### config.mk
export PLATFORM = sky130hd
export DESIGN_NAME = alu_nibble_sequencer
export DESIGN_NICKNAME = d
export VERILOG_FILES = /design/src/rtl/alu_nibble_sequencer.sv
export SDC_FILE = /design/constraint.sdc
export NUM_CORES = 1
export LEC_CHECK = 0
export ABC_AREA = 1
export CAP_MARGIN = 25
export CORE_MARGIN = 4
export CORE_UTILIZATION = 30
export DETAILED_ROUTE_END_ITERATION = 8
export GPL_TIMING_DRIVEN = 0
export HOLD_SLACK_MARGIN = 0.02
export PLACE_DENSITY_LB_ADDON = 0.3
export REMOVE_ABC_BUFFERS = 1
export SLEW_MARGIN = 30
export SYNTH_ARGS = -nofsm -noshare
export SYNTH_HDL_FRONTEND = slang
export SYNTH_SLANG_ARGS = --single-unit
### constraint.sdc
create_clock -name clock -period 1.4 [get_ports clock]
set_input_delay 0.14 -clock clock [delete_from_list [all_inputs] [get_ports clock]]
set_output_delay 0.14 -clock clock [all_outputs]
set_load 0.005 [all_outputs]
### src/rtl/alu_nibble_sequencer.sv
// alu_nibble_sequencer: runs a W = 4*NIBBLES bit operation through a shared
// 4-bit ALU slice. It does one nibble per cycle, starting with the LSB nibble,
// and chains the carry through an internal register.
//
// Ports
//   clock, reset_n          rising-edge clock, asynchronous active-low reset
//   req_valid/req_ready     request handshake; req_ready is 1 only in IDLE
//   req_op, req_a, req_b    opcode and operands, latched when the request is accepted
//   alu_a/b/cin/binv/op     drive to the ALU slice for the current pass (0 when idle)
//   alu_less                tied 0; SLT is resolved here, not in the slice
//   alu_result, alu_cout    combinational return from the ALU slice
//   rsp_valid/rsp_ready     response handshake
//   rsp_result/cout/ovf/err registered response, held until the handshake
module alu_nibble_sequencer #(
   parameter int unsigned NIBBLES = 2
) (
   input  logic                   clock,
   input  logic                   reset_n,
   input  logic                   req_valid,
   output logic                   req_ready,
   input  logic [2:0]             req_op,
   input  logic [4*NIBBLES-1:0]   req_a,
   input  logic [4*NIBBLES-1:0]   req_b,
   output logic [3:0]             alu_a,
   output logic [3:0]             alu_b,
   output logic                   alu_cin,
   output logic                   alu_binv,
   output logic [2:0]             alu_op,
   output logic                   alu_less,
   input  logic [3:0]             alu_result,
   input  logic                   alu_cout,
   output logic                   rsp_valid,
   input  logic                   rsp_ready,
   output logic [4*NIBBLES-1:0]   rsp_result,
   output logic                   rsp_cout,
   output logic                   rsp_ovf,
   output logic                   rsp_err
);

   localparam int unsigned W    = 4 * NIBBLES;
   localparam int unsigned IDXW = (NIBBLES > 1) ? $clog2(NIBBLES) : 1;

   localparam logic [2:0] OP_AND = 3'b000;
   localparam logic [2:0] OP_OR  = 3'b001;
   localparam logic [2:0] OP_ADD = 3'b010;
   localparam logic [2:0] OP_SUB = 3'b110;
   localparam logic [2:0] OP_SLT = 3'b111;

   typedef enum logic [1:0] {
      IDLE = 2'd0,
      RUN  = 2'd1,
      DONE = 2'd2
   } state_t;

   state_t          state_q, state_d;
   logic [IDXW-1:0] idx_q, idx_d;
   logic [2:0]      op_q, op_d;
   logic [W-1:0]    a_q, a_d;
   logic [W-1:0]    b_q, b_d;
   logic [W-1:0]    acc_q, acc_d;
   logic            carry_q, carry_d;

   logic            req_ready_d;
   logic [3:0]      alu_a_d, alu_b_d;
   logic            alu_cin_d, alu_binv_d;
   logic [2:0]      alu_op_d;
   logic            rsp_valid_d, rsp_cout_d, rsp_ovf_d, rsp_err_d;
   logic [W-1:0]    rsp_result_d;

   // Scratch values for the final pass.
   logic [W-1:0]    acc_nxt;
   logic            b_msb_eff;
   logic            ovf_c;
   logic            is_sub_like;

   assign alu_less = 1'b0;

   // Returns nibble k of v.
   function automatic logic [3:0] nibble(input logic [W-1:0] v, input logic [IDXW-1:0] k);
      logic [3:0] r;
      r = 4'h0;
      for (int i = 0; i < int'(NIBBLES); i++) begin
         if (k == IDXW'(i)) r = v[4*i +: 4];
      end
      return r;
   endfunction

   function automatic logic op_legal(input logic [2:0] op);
      return (op == OP_AND) || (op == OP_OR) || (op == OP_ADD) ||
             (op == OP_SUB) || (op == OP_SLT);
   endfunction

   // The slice only knows AND, OR and ADD. Subtraction comes from the slice inverting B.
   function automatic logic [2:0] slice_op(input logic [2:0] op);
      logic [2:0] r;
      case (op)
         OP_AND:  r = 3'b000;
         OP_OR:   r = 3'b001;
         default: r = 3'b010;
      endcase
      return r;
   endfunction

   // State and datapath registers
   always_ff @(posedge clock or negedge reset_n) begin
      if (!reset_n) begin
         state_q    <= IDLE;
         idx_q      <= '0;
         op_q       <= 3'b000;
         a_q        <= '0;
         b_q        <= '0;
         acc_q      <= '0;
         carry_q    <= 1'b0;
         req_ready  <= 1'b1;
         alu_a      <= 4'h0;
         alu_b      <= 4'h0;
         alu_cin    <= 1'b0;
         alu_binv   <= 1'b0;
         alu_op     <= 3'b000;
         rsp_valid  <= 1'b0;
         rsp_result <= '0;
         rsp_cout   <= 1'b0;
         rsp_ovf    <= 1'b0;
         rsp_err    <= 1'b0;
      end else begin
         state_q    <= state_d;
         idx_q      <= idx_d;
         op_q       <= op_d;
         a_q        <= a_d;
         b_q        <= b_d;
         acc_q      <= acc_d;
         carry_q    <= carry_d;
         req_ready  <= req_ready_d;
         alu_a      <= alu_a_d;
         alu_b      <= alu_b_d;
         alu_cin    <= alu_cin_d;
         alu_binv   <= alu_binv_d;
         alu_op     <= alu_op_d;
         rsp_valid  <= rsp_valid_d;
         rsp_result <= rsp_result_d;
         rsp_cout   <= rsp_cout_d;
         rsp_ovf    <= rsp_ovf_d;
         rsp_err    <= rsp_err_d;
      end
   end

   // Next-state and next-output logic
   always_comb begin
      state_d      = state_q;
      idx_d        = idx_q;
      op_d         = op_q;
      a_d          = a_q;
      b_d          = b_q;
      acc_d        = acc_q;
      carry_d      = carry_q;
      req_ready_d  = req_ready;
      alu_a_d      = alu_a;
      alu_b_d      = alu_b;
      alu_cin_d    = alu_cin;
      alu_binv_d   = alu_binv;
      alu_op_d     = alu_op;
      rsp_valid_d  = rsp_valid;
      rsp_result_d = rsp_result;
      rsp_cout_d   = rsp_cout;
      rsp_ovf_d    = rsp_ovf;
      rsp_err_d    = rsp_err;

      acc_nxt      = acc_q;
      for (int i = 0; i < int'(NIBBLES); i++) begin
         if (idx_q == IDXW'(i)) acc_nxt[4*i +: 4] = alu_result;
      end
      // Overflow is judged on the MSB of the current pass. B is inverted there for SUB/SLT.
      b_msb_eff    = alu_b[3] ^ alu_binv;
      ovf_c        = (alu_a[3] == b_msb_eff) && (alu_result[3] != alu_a[3]);
      is_sub_like  = (req_op == OP_SUB) || (req_op == OP_SLT);

      case (state_q)
         IDLE: begin
            if (req_valid) begin
               op_d         = req_op;
               a_d          = req_a;
               b_d          = req_b;
               idx_d        = '0;
               acc_d        = '0;
               rsp_result_d = '0;
               rsp_cout_d   = 1'b0;
               rsp_ovf_d    = 1'b0;
               rsp_err_d    = 1'b0;
               req_ready_d  = 1'b0;
               if (op_legal(req_op)) begin
                  state_d    = RUN;
                  carry_d    = is_sub_like;
                  alu_a_d    = nibble(req_a, '0);
                  alu_b_d    = nibble(req_b, '0);
                  alu_cin_d  = is_sub_like;
                  alu_binv_d = is_sub_like;
                  alu_op_d   = slice_op(req_op);
               end else begin
                  state_d     = DONE;
                  carry_d     = 1'b0;
                  rsp_err_d   = 1'b1;
                  rsp_valid_d = 1'b1;
               end
            end
         end

         RUN: begin
            acc_d   = acc_nxt;
            carry_d = alu_cout;
            idx_d   = idx_q + IDXW'(1);
            if (idx_q == IDXW'(NIBBLES - 1)) begin
               state_d     = DONE;
               rsp_valid_d = 1'b1;
               alu_a_d     = 4'h0;
               alu_b_d     = 4'h0;
               alu_cin_d   = 1'b0;
               alu_binv_d  = 1'b0;
               alu_op_d    = 3'b000;
               case (op_q)
                  OP_ADD, OP_SUB: begin
                     rsp_result_d = acc_nxt;
                     rsp_cout_d   = alu_cout;
                     rsp_ovf_d    = ovf_c;
                  end
                  // Signed less-than is the sign of the difference, corrected for overflow.
                  OP_SLT: rsp_result_d = W'(alu_result[3] ^ ovf_c);
                  default: rsp_result_d = acc_nxt;
               endcase
            end else begin
               alu_a_d   = nibble(a_q, idx_q + IDXW'(1));
               alu_b_d   = nibble(b_q, idx_q + IDXW'(1));
               alu_cin_d = alu_cout;
            end
         end

         DONE: begin
            if (rsp_ready) begin
               state_d     = IDLE;
               rsp_valid_d = 1'b0;
               req_ready_d = 1'b1;
            end
         end

         default: begin
            state_d     = IDLE;
            rsp_valid_d = 1'b0;
            req_ready_d = 1'b1;
         end
      endcase
   end

endmodule

==> results.md, run 1 <==
- Status: complete, no violations
- CP max FO: 13
- Post-synthesis cell area: ~0.0022 mm2
- Die Wd: about 93 um
- Tightest Hold Check Type: in2reg
- Met2 Track Usage GR: a little over a fifth
- Total gr overflow: 0
- Total wire length: between 5000 and 6000 um
- RSZ-0062 raised after global routing: true
- Clock latency on the worst-skew pair: around 300 ps
- Max_slew headroom: around 60%
- Final Hold Fails: 0
- Leakage: roughly 1.5 nW
- Initial DRC Count: 101
- Total GRT Usage: 13.19%
- TritonRoute pass-1 iters: 4
- Startpoint Class: register
- Die Y: a little over 90 um
- Commonest non-fill, non-tap cell in the layout: nand2_1
- Worst path cell trace: nor2_4 -> buf_4 -> nand3_4 -> nand2_8 -> inv_2 -> nand2_1 -> o21ai_0
- Delay-heaviest family, CP: simple AND/OR/NAND/NOR gates
- Placed inst area: between 0.002 and 0.003 mm2
- Fmax: approximately 740 MHz
- Starting density of the core: between 30% and 40%
- Avg WL per Cell: ~13 um
- Final cell count without fillers: 430
- Min Tclk post-route: ~1300 ps
- Grt met1 use: ~17%
- Vias per cell: between 4 and 5
- Min setup slack post-route: roughly 51 ps
- Post-synthesis sequential area ratio: 53.89%
- Clock tree skew after final layout: about 5.8 ps
- First-pass GRT wire length: 9135 um
- Initial antenna violation count: 0
- ANT nets after route: 0
- Max-cap violations: 0
- Clk sinks: 47
- Final Util: between 40% and 50%
- Most frequent cells in the layout: 104 x nand2_1, 49 x clkdlybuf4s50_1, 43 x dfrtp_1
- Final TNS setup: 0 ps
- Placer Congestion: 0.7727
- Post-placement cell count: between 400 and 500
- Worst EP arrival: between 1500 and 2000 ps
- Clock transition at path regs: 80 ps
- Number of global-route vias before repair: between 1500 and 2000
- Synth cell types: 24
- DRC viols: 0
- Most Used Layer, Global Route: met2
- Core area: ~0.0069 mm2
- Mapped Cells: ~260
- Hpwl dp: 3749 um
- Slew @ Worst Pin: about 610 ps
- Post-Place Worst Slack: -526.8 ps
- TritonCTS Buffers: 5
- Pwr dens: approximately 2000 mW/mm2
- Clock buffer depth: 2
- Nets: 361
- Placement Rows: 30
- Crit path kind: reg2reg
- Port Buffers: between 50 and 60
- Clock root cell: clkbuf_8
- GRT met3 Usage: roughly 3.7%
- FF+latch count, synth: 47
- Total Power: about 6.3 mW
- Synth-to-layout area growth: 41.24%
- Pin count of the biggest net entering global routing: 48
- CTS tree: built
- Final setup fails: 0
- Ratio of cells with drive above 1 in the final layout: 13.77%
- Sum of buffers and inverters on the critical path: 2
- Yosys warnings: 0
- Die area: 0.008711 mm2
- Required @ worst endpoint: about 1600 ps
- Via count: 1909
- Max incr delay on CP: 460 ps
- Hold WS: 375.1 ps
- CP Capture Type: register
- Fin crit share: just under 100%
- I/O pin count: 55
- Syn avg cell area: 8.306 um2
- H-tree Lvls: 2
- Antenna diode count: 0
- Slowest CP cell: dfrtp_2
- Final instance area: a little over 0.003 mm2
- Peak VDD IR: between 0.5 and 0.6 mV
- Final Max Tran Viols: 0
power by group:
group	switching, mW	total (mW)	internal, mW
Sequential	0.370	2.34	1.97
Clock	0.445	0.797	0.351
Combinational	1.64	3.17	1.53
layout make-up:
cell class                      instances  area, um2
Clock buffer                            7      76.32
Clock inverter                          1      5.005
Fill cell                             698       3859
Inverter                               22      92.59
Multi-Input combinational cell        187      940.9
Sequential cell                        47       1181
Tap cell                               96      120.1
Timing Repair Buffer                   70      669.4
registers in the layout, summed over array words and instances (netlist names), 2 cells and up:
signal,cells
acc_q,8
b_q,4
alu_op,2
alu_b,4
op_q,3
state_q,2
rsp_result,8
alu_a,4
a_q,4
repair_timing:
item / 4_1_cts / 5_1_grt
endpoints found under the setup margin: 38 / 34
endpoints found under the hold margin: 46 / 0
setup buffers: 3 / 14
pin swaps: 1 / 4
gates cloned: 0 / 1
hold buffers: 1 / 0
resized for setup: 12 / 11
logic make-up (layout without fill, tap and decap cells):
kind of cell	after synthesis	in the layout	synth area share [%]
other	1	2	0.1717
DFF	47	47	53.89
buffers and inverters	31	100	6.873
AOI/OAI and AO/OA	48	48	12.54
and+or+nand+nor	136	137	26.52
final timing paths:
| kind | startpoint | endpoint | slack, ps | cells past startpoint |
|---|---|---|---|---|
| worst min-delay path | req_a[6] | a_q[6]$_DFFE_PN0P_ | 380 | 3 |
| worst min register to register | rsp_result[4]$_DFFE_PN0P_ | rsp_result[4]$_DFFE_PN0P_ | 490 | 2 |
| max in group asynchronous | reset_n | state_q[1]$_DFFE_PN0P_ | 560 | 2 |
| worst max-delay path | state_q[1]$_DFFE_PN0P_ | alu_a[3]$_DFFE_PN0P_ | 50 | 7 |
| min in group asynchronous | reset_n | rsp_result[3]$_DFFE_PN0P_ | 390 | 2 |
| worst max register to register | state_q[1]$_DFFE_PN0P_ | alu_a[3]$_DFFE_PN0P_ | 50 | 7 |
metal layers:
layer  routed length [um]  share of wire, %  vias up
met5                    0                 0        -
met4                   76               1.4        0
met3                  310               5.6        7
met2                 2619                47       45
met1                 2523                46      879
li1                     -                 -      978
worst reg2reg max path, stage by stage, from the launching register on:
cell     delay (ps)
dfrtp_2         460
nor2_4          200
buf_4           150
nand3_4         100
nand2_8         140
inv_2            70
nand2_1          60
o21ai_0          70
cells in the mapped netlist, drive strengths merged:
master	n	area share, %
nor2	15	4.0
conb	1	0.17
clkinv	1	0.17
a21boi	8	2.7
inv	21	3.6
nand2	109	20
o22ai	6	1.7
buf	9	3.1
a21oi	3	0.69
nand3	11	2.5
dfstp	1	1.2
dfrtp	46	53
o211ai	1	0.34
nand3b	1	0.34
o21ai	30	7.0
Power figures use the tool's default switching activity.
==> inputs of run 2 (changes only) <==
- CORE_ASPECT_RATIO: default -> 0.9
==> run 2 against run 1 <==
  * Setup slack got worse by 21 ps
  * Clock power about the same
  * Register-to-register slack got worse by 20 ps
==> results.md, run 2 (synthesized netlist as in run 1, its figures left out) <==
- I/O pin count: 55 (unchanged)
- Clock transition at path regs: 90 ps (about the same)
- Starting density of the core: 30.88% (-0.58 points)
- Total wire length: 5546 um (+0.31%)
- Synth-to-layout area growth: 39.58%
- Commonest non-fill, non-tap cell in the layout: nand2_1
- Slew @ Worst Pin: 605.7 ps (-1.376 ps)
- Placer Congestion: 0.7599 (-1.7%)
- H-tree Lvls: 2 (unchanged)
- Total gr overflow: 0 (unchanged)
- Peak VDD IR: 0.6321 mV (+13%)
- Status: complete, no violations
- Total Power: 6.187 mW (-2.0%)
- Initial antenna violation count: 0 (unchanged)
- Max_slew headroom: 59.62% (+0.092 points)
- First-pass GRT wire length: 8976 um (-1.7%)
- Avg WL per Cell: 13.17 um (+2.5%)
- Max-cap violations: 0 (unchanged)
- Clock latency on the worst-skew pair: 300 ps (about the same)
- Largest regs: acc_q x8, rsp_result x8
- Clock group share of total power: 12.9% (+0.3 points)
- Fmax: 729.9 MHz (-1.5%)
- Final Hold Fails: 0 (unchanged)
- Nets: 355 (-1.7%)
- Die Wd: 97.95 um (+4.9%)
- Final Max Tran Viols: 0 (unchanged)
- Core area: 0.007076 mm2 (+1.9%)
- Pwr dens: 2029 mW/mm2 (-0.83%)
- P_sw: 2.455 mW (about the same)
- Worst EP arrival: 1550 ps (+20 ps)
- Required @ worst endpoint: 1580 ps (about the same)
- Minimum setup slack among reg-to-reg paths: 30 ps (-20 ps)
- Power share of the sequential group: 38.0% (+0.9 points)
- Most frequent cells in the layout: 104 x nand2_1, 49 x clkdlybuf4s50_1, 43 x dfrtp_1
- Startpoint Class: register
- Final TNS setup: 0 ps (unchanged)
- Leakage: 1.443 nW (-1.7%)
- Clock tree skew after final layout: 8.472 ps (+2.661 ps)
- RSZ-0062 raised after global routing: true
- Fin crit share: 97.87% (+1.5 points)
- Final instance area: 0.003049 mm2 (-1.2%)
- Post-Place Worst Slack: -502.2 ps (+24.58 ps)
- Ratio of cells with drive above 1 in the final layout: 12.80% (-0.97 points)
- Combinational share of power: 49.1% (-1.1 points)
- Tightest Hold Check Type: in2reg
- TritonRoute pass-1 iters: 4 (unchanged)
- Switching Fraction: 39.68% (+0.76 points)
- Crit path kind: reg2reg
- CP Capture Type: register
- CTS tree: built
- Clk sinks: 47 (unchanged)
- ANT nets after route: 0 (unchanged)
- DRC viols: 0 (unchanged)
- Min setup slack post-route: 29.88 ps (-20.63 ps)
- Placement Rows: 29 (-3.3%)
- Final setup fails: 0 (unchanged)
- Int Pwr: 3.732 mW (-3.2%)
- Hpwl dp: 3668 um (-2.2%)
- Clock root cell: clkbuf_8
- Die area: 0.008713 mm2 (about the same)
- Number of global-route vias before repair: 1874 (-3.3%)
- Initial DRC Count: 102 (+0.99%)
- CP max FO: 6 (-7)
- Min Tclk post-route: 1370 ps (+20.63 ps)
- Clock buffer depth: 2 (unchanged)
- Vias per cell: 4.561 (+2.7%)
- Total GRT Usage: 12.87% (-0.32 points)
- Die Y: 88.96 um (-4.7%)
- Via count: 1920 (+0.58%)
- Placed inst area: 0.002755 mm2 (-0.14%)
- Antenna diode count: 0 (unchanged)
- Pin count of the biggest net entering global routing: 48 (unchanged)
- TritonCTS Buffers: 5 (unchanged)
- Hold WS: 363.5 ps (-11.64 ps)
- Port Buffers: 52 (unchanged)
==> run 2: cell count changes in the layout (fill, tap and decap cells not counted), sizes merged <==
cell,before,now
clkinvlp,1,4
clkinv,2,1
buf,18,10
clkbuf,7,6
nand2,110,111
==> run 2: power by group through the flow <==
stage	combinational, mW	clock (mW)	sequential [mW]
after floorplan	1.42	0	2.33
after global placement	2.52	0	2.36
after detailed placement	2.56	0	2.37
after CTS	2.89	0.842	2.35
after global routing	3.41	0.906	2.43
final	3.04	0.799	2.35
==> run 2: layer usage <==
layer	track usage, %	wire (um)
met1	17.13	2688
met2	20.46	2433
met3	2.886	284
met4	5.535	140
met5	0	0
==> run 2: worst paths after layout <==
| check | from | endpoint | cells after the start |
|---|---|---|---|
| max | state_q[1]$_DFFE_PN0P_ | acc_q[1]$_DFFE_PN0P_ | 6 |
| min | req_b[5] | b_q[5]$_DFFE_PN0P_ | 3 |
| max reg2reg | state_q[1]$_DFFE_PN0P_ | acc_q[1]$_DFFE_PN0P_ | 6 |
| min reg2reg | a_q[6]$_DFFE_PN0P_ | a_q[6]$_DFFE_PN0P_ | 2 |
| max in group asynchronous | reset_n | state_q[1]$_DFFE_PN0P_ | 2 |
| min in group asynchronous | reset_n | rsp_result[3]$_DFFE_PN0P_ | 2 |
==> run 2: final cells by class <==
cell class / count / area (um2)
flip-flops and latches: 47 / 1181
multi-input cells: 188 / 938.4
repair buffers: 62 / 625.6
well taps: 93 / 116.4
fillers: 704 / 4026
inverters: 22 / 95.09
repair inverters: 1 / 7.507
clock inverters: 2 / 12.51
clock buffers: 6 / 72.57
==> run 2: repair_timing <==
action | 4_1_cts | 5_1_grt
buffers inserted | 6 | 3
gates resized for setup | 12 | 13
setup endpoints to repair | 42 | 32
gates cloned | 1 | 2
hold buffers | 1 | 0
hold endpoints to repair | 46 | 0
pin swaps | 2 | 2
==> run 2: worst max-delay path: stages, from the launching register on <==
cell and delay, ps:
dfrtp_2 460, nor2_4 240, nand2_8 110, buf_12 160, buf_4 150, nand3_1 60
o21ai_0 80
==> run 2: metrics by stage <==
step           util [%]  cells
2_1_floorplan         -    255
3_3_place_gp      38.97    400
3_5_place_dp      38.94    400
4_1_cts           42.05    416
5_1_grt           43.09    421
6_report          43.09    421
==> inputs of run 3 (changes only) <==
- CORE_ASPECT_RATIO: 0.9 -> 1.75
- RECOVER_POWER: default -> 50
==> run 3 against run 2 <==
  * Final cell count is 0.95% lower
  * Core utilization increased by 2.1 points
  * Non-clock buffer count grew 6
  * Clock-buffer cell count is 2 higher
  * Wire length decreased by 2.0%
  * Flip-flop and latch count unchanged
  * Sequential share of layout area is 1.1 points lower
  * First-iteration DRC count fell by 47%
  * Critical path depth stayed put
  * Clock power grew 54%
  * Critical path type unchanged
  * Setup slack improved by 28 ps
  * Largest power group unchanged
  * Register-to-register slack better by 30 ps
==> results.md, run 3 (synthesized netlist as in run 1, its figures left out) <==
- Most frequent cells in the layout: 104 x nand2_1, 50 x clkdlybuf4s50_1, 43 x dfrtp_1
- Clk sinks: 47 (unchanged)
- Nets: 360 (+1.4%)
- Largest regs: acc_q x8, rsp_result x8
- Port Buffers: 52 (unchanged)
- Ratio of cells with drive above 1 in the final layout: 13.81% (+1.0 points)
- Placed inst area: 0.002744 mm2 (-0.41%)
- CTS tree: built
- Die Wd: 72.51 um (-26%)
- Clock tree skew after final layout: 1.971 ps (-6.501 ps)
- I/O pin count: 55 (unchanged)
- Total gr overflow: 0 (unchanged)
- Max-cap violations: 0 (unchanged)
- Final Hold Fails: 0 (unchanged)
- DRC viols: 0 (unchanged)
- Slew @ Worst Pin: 651.6 ps (+45.87 ps)
- Total Power: 6.752 mW (+9.1%)
- Required @ worst endpoint: 1560 ps (-20 ps)
- H-tree Lvls: 2 (unchanged)
- ANT nets after route: 0 (unchanged)
- Fmax: 745.3 MHz (+2.1%)
- Fin crit share: 95.84% (-2.0 points)
- Die area: 0.008765 mm2 (+0.59%)
- Peak VDD IR: 1.143 mV (+81%)
- Pwr dens: 2149 mW/mm2 (+5.9%)
- TritonCTS Buffers: 5 (unchanged)
- Final Max Tran Viols: 0 (unchanged)
- Pin count of the biggest net entering global routing: 48 (unchanged)
- Crit path kind: reg2reg
- Startpoint Class: register
- Number of global-route vias before repair: 1832 (-2.2%)
- Clock latency on the worst-skew pair: 280 ps (-20 ps)
- Starting density of the core: 31.40% (+0.53 points)
- Commonest non-fill, non-tap cell in the layout: nand2_1
- Placement Rows: 40 (+38%)
- TritonRoute pass-1 iters: 4 (unchanged)
- Synth-to-layout area growth: 43.81%
- Leakage: 1.490 nW (+3.2%)
- Hpwl dp: 3730 um (+1.7%)
- Initial DRC Count: 54 (-47%)
- CP Capture Type: register
- Tightest Hold Check Type: in2reg
- Die Y: 120.9 um (+36%)
- Clock root cell: clkbuf_16
- Total GRT Usage: 12.64% (-0.23 points)
- Total wire length: 5437 um (-2.0%)
- CP max FO: 8 (+2)
- Core area: 0.006957 mm2 (-1.7%)
- Vias per cell: 4.568 (+0.17%)
- Clock buffer depth: 2 (unchanged)
- Avg WL per Cell: 13.04 um (-1.0%)
- First-pass GRT wire length: 8597 um (-4.2%)
- Final instance area: 0.003142 mm2 (+3.0%)
- Via count: 1905 (-0.78%)
- RSZ-0062 raised after global routing: true
- Final setup fails: 0 (unchanged)
- Worst EP arrival: 1500 ps (-50 ps)
- Status: complete, no violations
- Min Tclk post-route: 1342 ps (-28.35 ps)
- Clock transition at path regs: 60 ps (-30 ps)
- Antenna diode count: 0 (unchanged)
- Initial antenna violation count: 0 (unchanged)
- Placer Congestion: 0.7451 (-1.9%)
- Max_slew headroom: 56.56% (-3.1 points)
run 3: cell count changes in the layout (fill, tap and decap cells not counted), moves of 2 or more:
cell / delta
clkbuf_16: +5
a21boi_0: -2
a21boi_1: +2
clkbuf_8: -3
buf_4: +6
clkinvlp_4: -2
run 3: final timing paths:
kind	from	to	slack (ps)	cells after the start
min	req_a[6]	a_q[6]$_DFFE_PN0P_	390	3
max reg2reg	state_q[0]$_DFFE_PN0P_	op_q[2]$_DFFE_PN0P_	60	6
max	state_q[0]$_DFFE_PN0P_	op_q[2]$_DFFE_PN0P_	60	6
max in group asynchronous	reset_n	idx_q$_DFFE_PN0P_	470	2
min reg2reg	rsp_result[5]$_DFFE_PN0P_	rsp_result[5]$_DFFE_PN0P_	470	2
min in group asynchronous	reset_n	b_q[7]$_DFFE_PN0P_	450	2
run 3: power by group:
part	switching [mW]	total, mW	internal [mW]
Clock	0.472	1.23	0.760
Sequential	0.373	2.35	1.98
Combinational	1.64	3.17	1.53
run 3: metal layers:
metal  track usage, %  part of all wire, %
met5                0                    0
met4            5.081                  1.5
met3            3.151                  4.6
met2            22.77                   56
met1            13.79                   38
run 3: critical path, cell delays in order (launching register included):
cell	delay, ps
dfrtp_2	450
nor2_4	220
nand2_8	110
buf_4	150
buf_4	150
nand2_1	60
o21ai_0	70
run 3: area by class of cell:
| cell class | count | area [um2] |
|---|---|---|
| Clock buffer | 8 | 156.4 |
| Fill cell | 714 | 3815 |
| Inverter | 22 | 97.59 |
| Multi-Input combinational cell | 187 | 932.1 |
| Sequential cell | 47 | 1181 |
| Tap cell | 84 | 105.1 |
| Timing Repair Buffer | 68 | 664.4 |
| Timing Repair inverter | 1 | 5.005 |
run 3: stage by stage:
step / setup TNS, ps / util (%) / hold WS (ps) / setup WS, ps / instances
after floorplan: -179.6 / - / -155.6 / -68.18 / 255
after global placement: -62370 / 39.48 / 455.8 / -1205 / 391
after detailed placement: -7074 / 39.44 / 186.6 / -536.6 / 391
after CTS: -6.668 / 43.09 / 383.5 / -6.668 / 405
after global routing: -2.519 / 45.16 / 395.0 / -2.519 / 417
final: 0 / 45.16 / 385.9 / 58.23 / 417
run 3: timing repair:
action / in CTS / in global routing
pin swaps: 1 / 4
setup endpoints to repair: 44 / 39
hold buffers: 1 / 0
hold endpoints to repair: 46 / 0
resized for setup: 8 / 16
buffers inserted: 5 / 10
gates cloned: 0 / 2
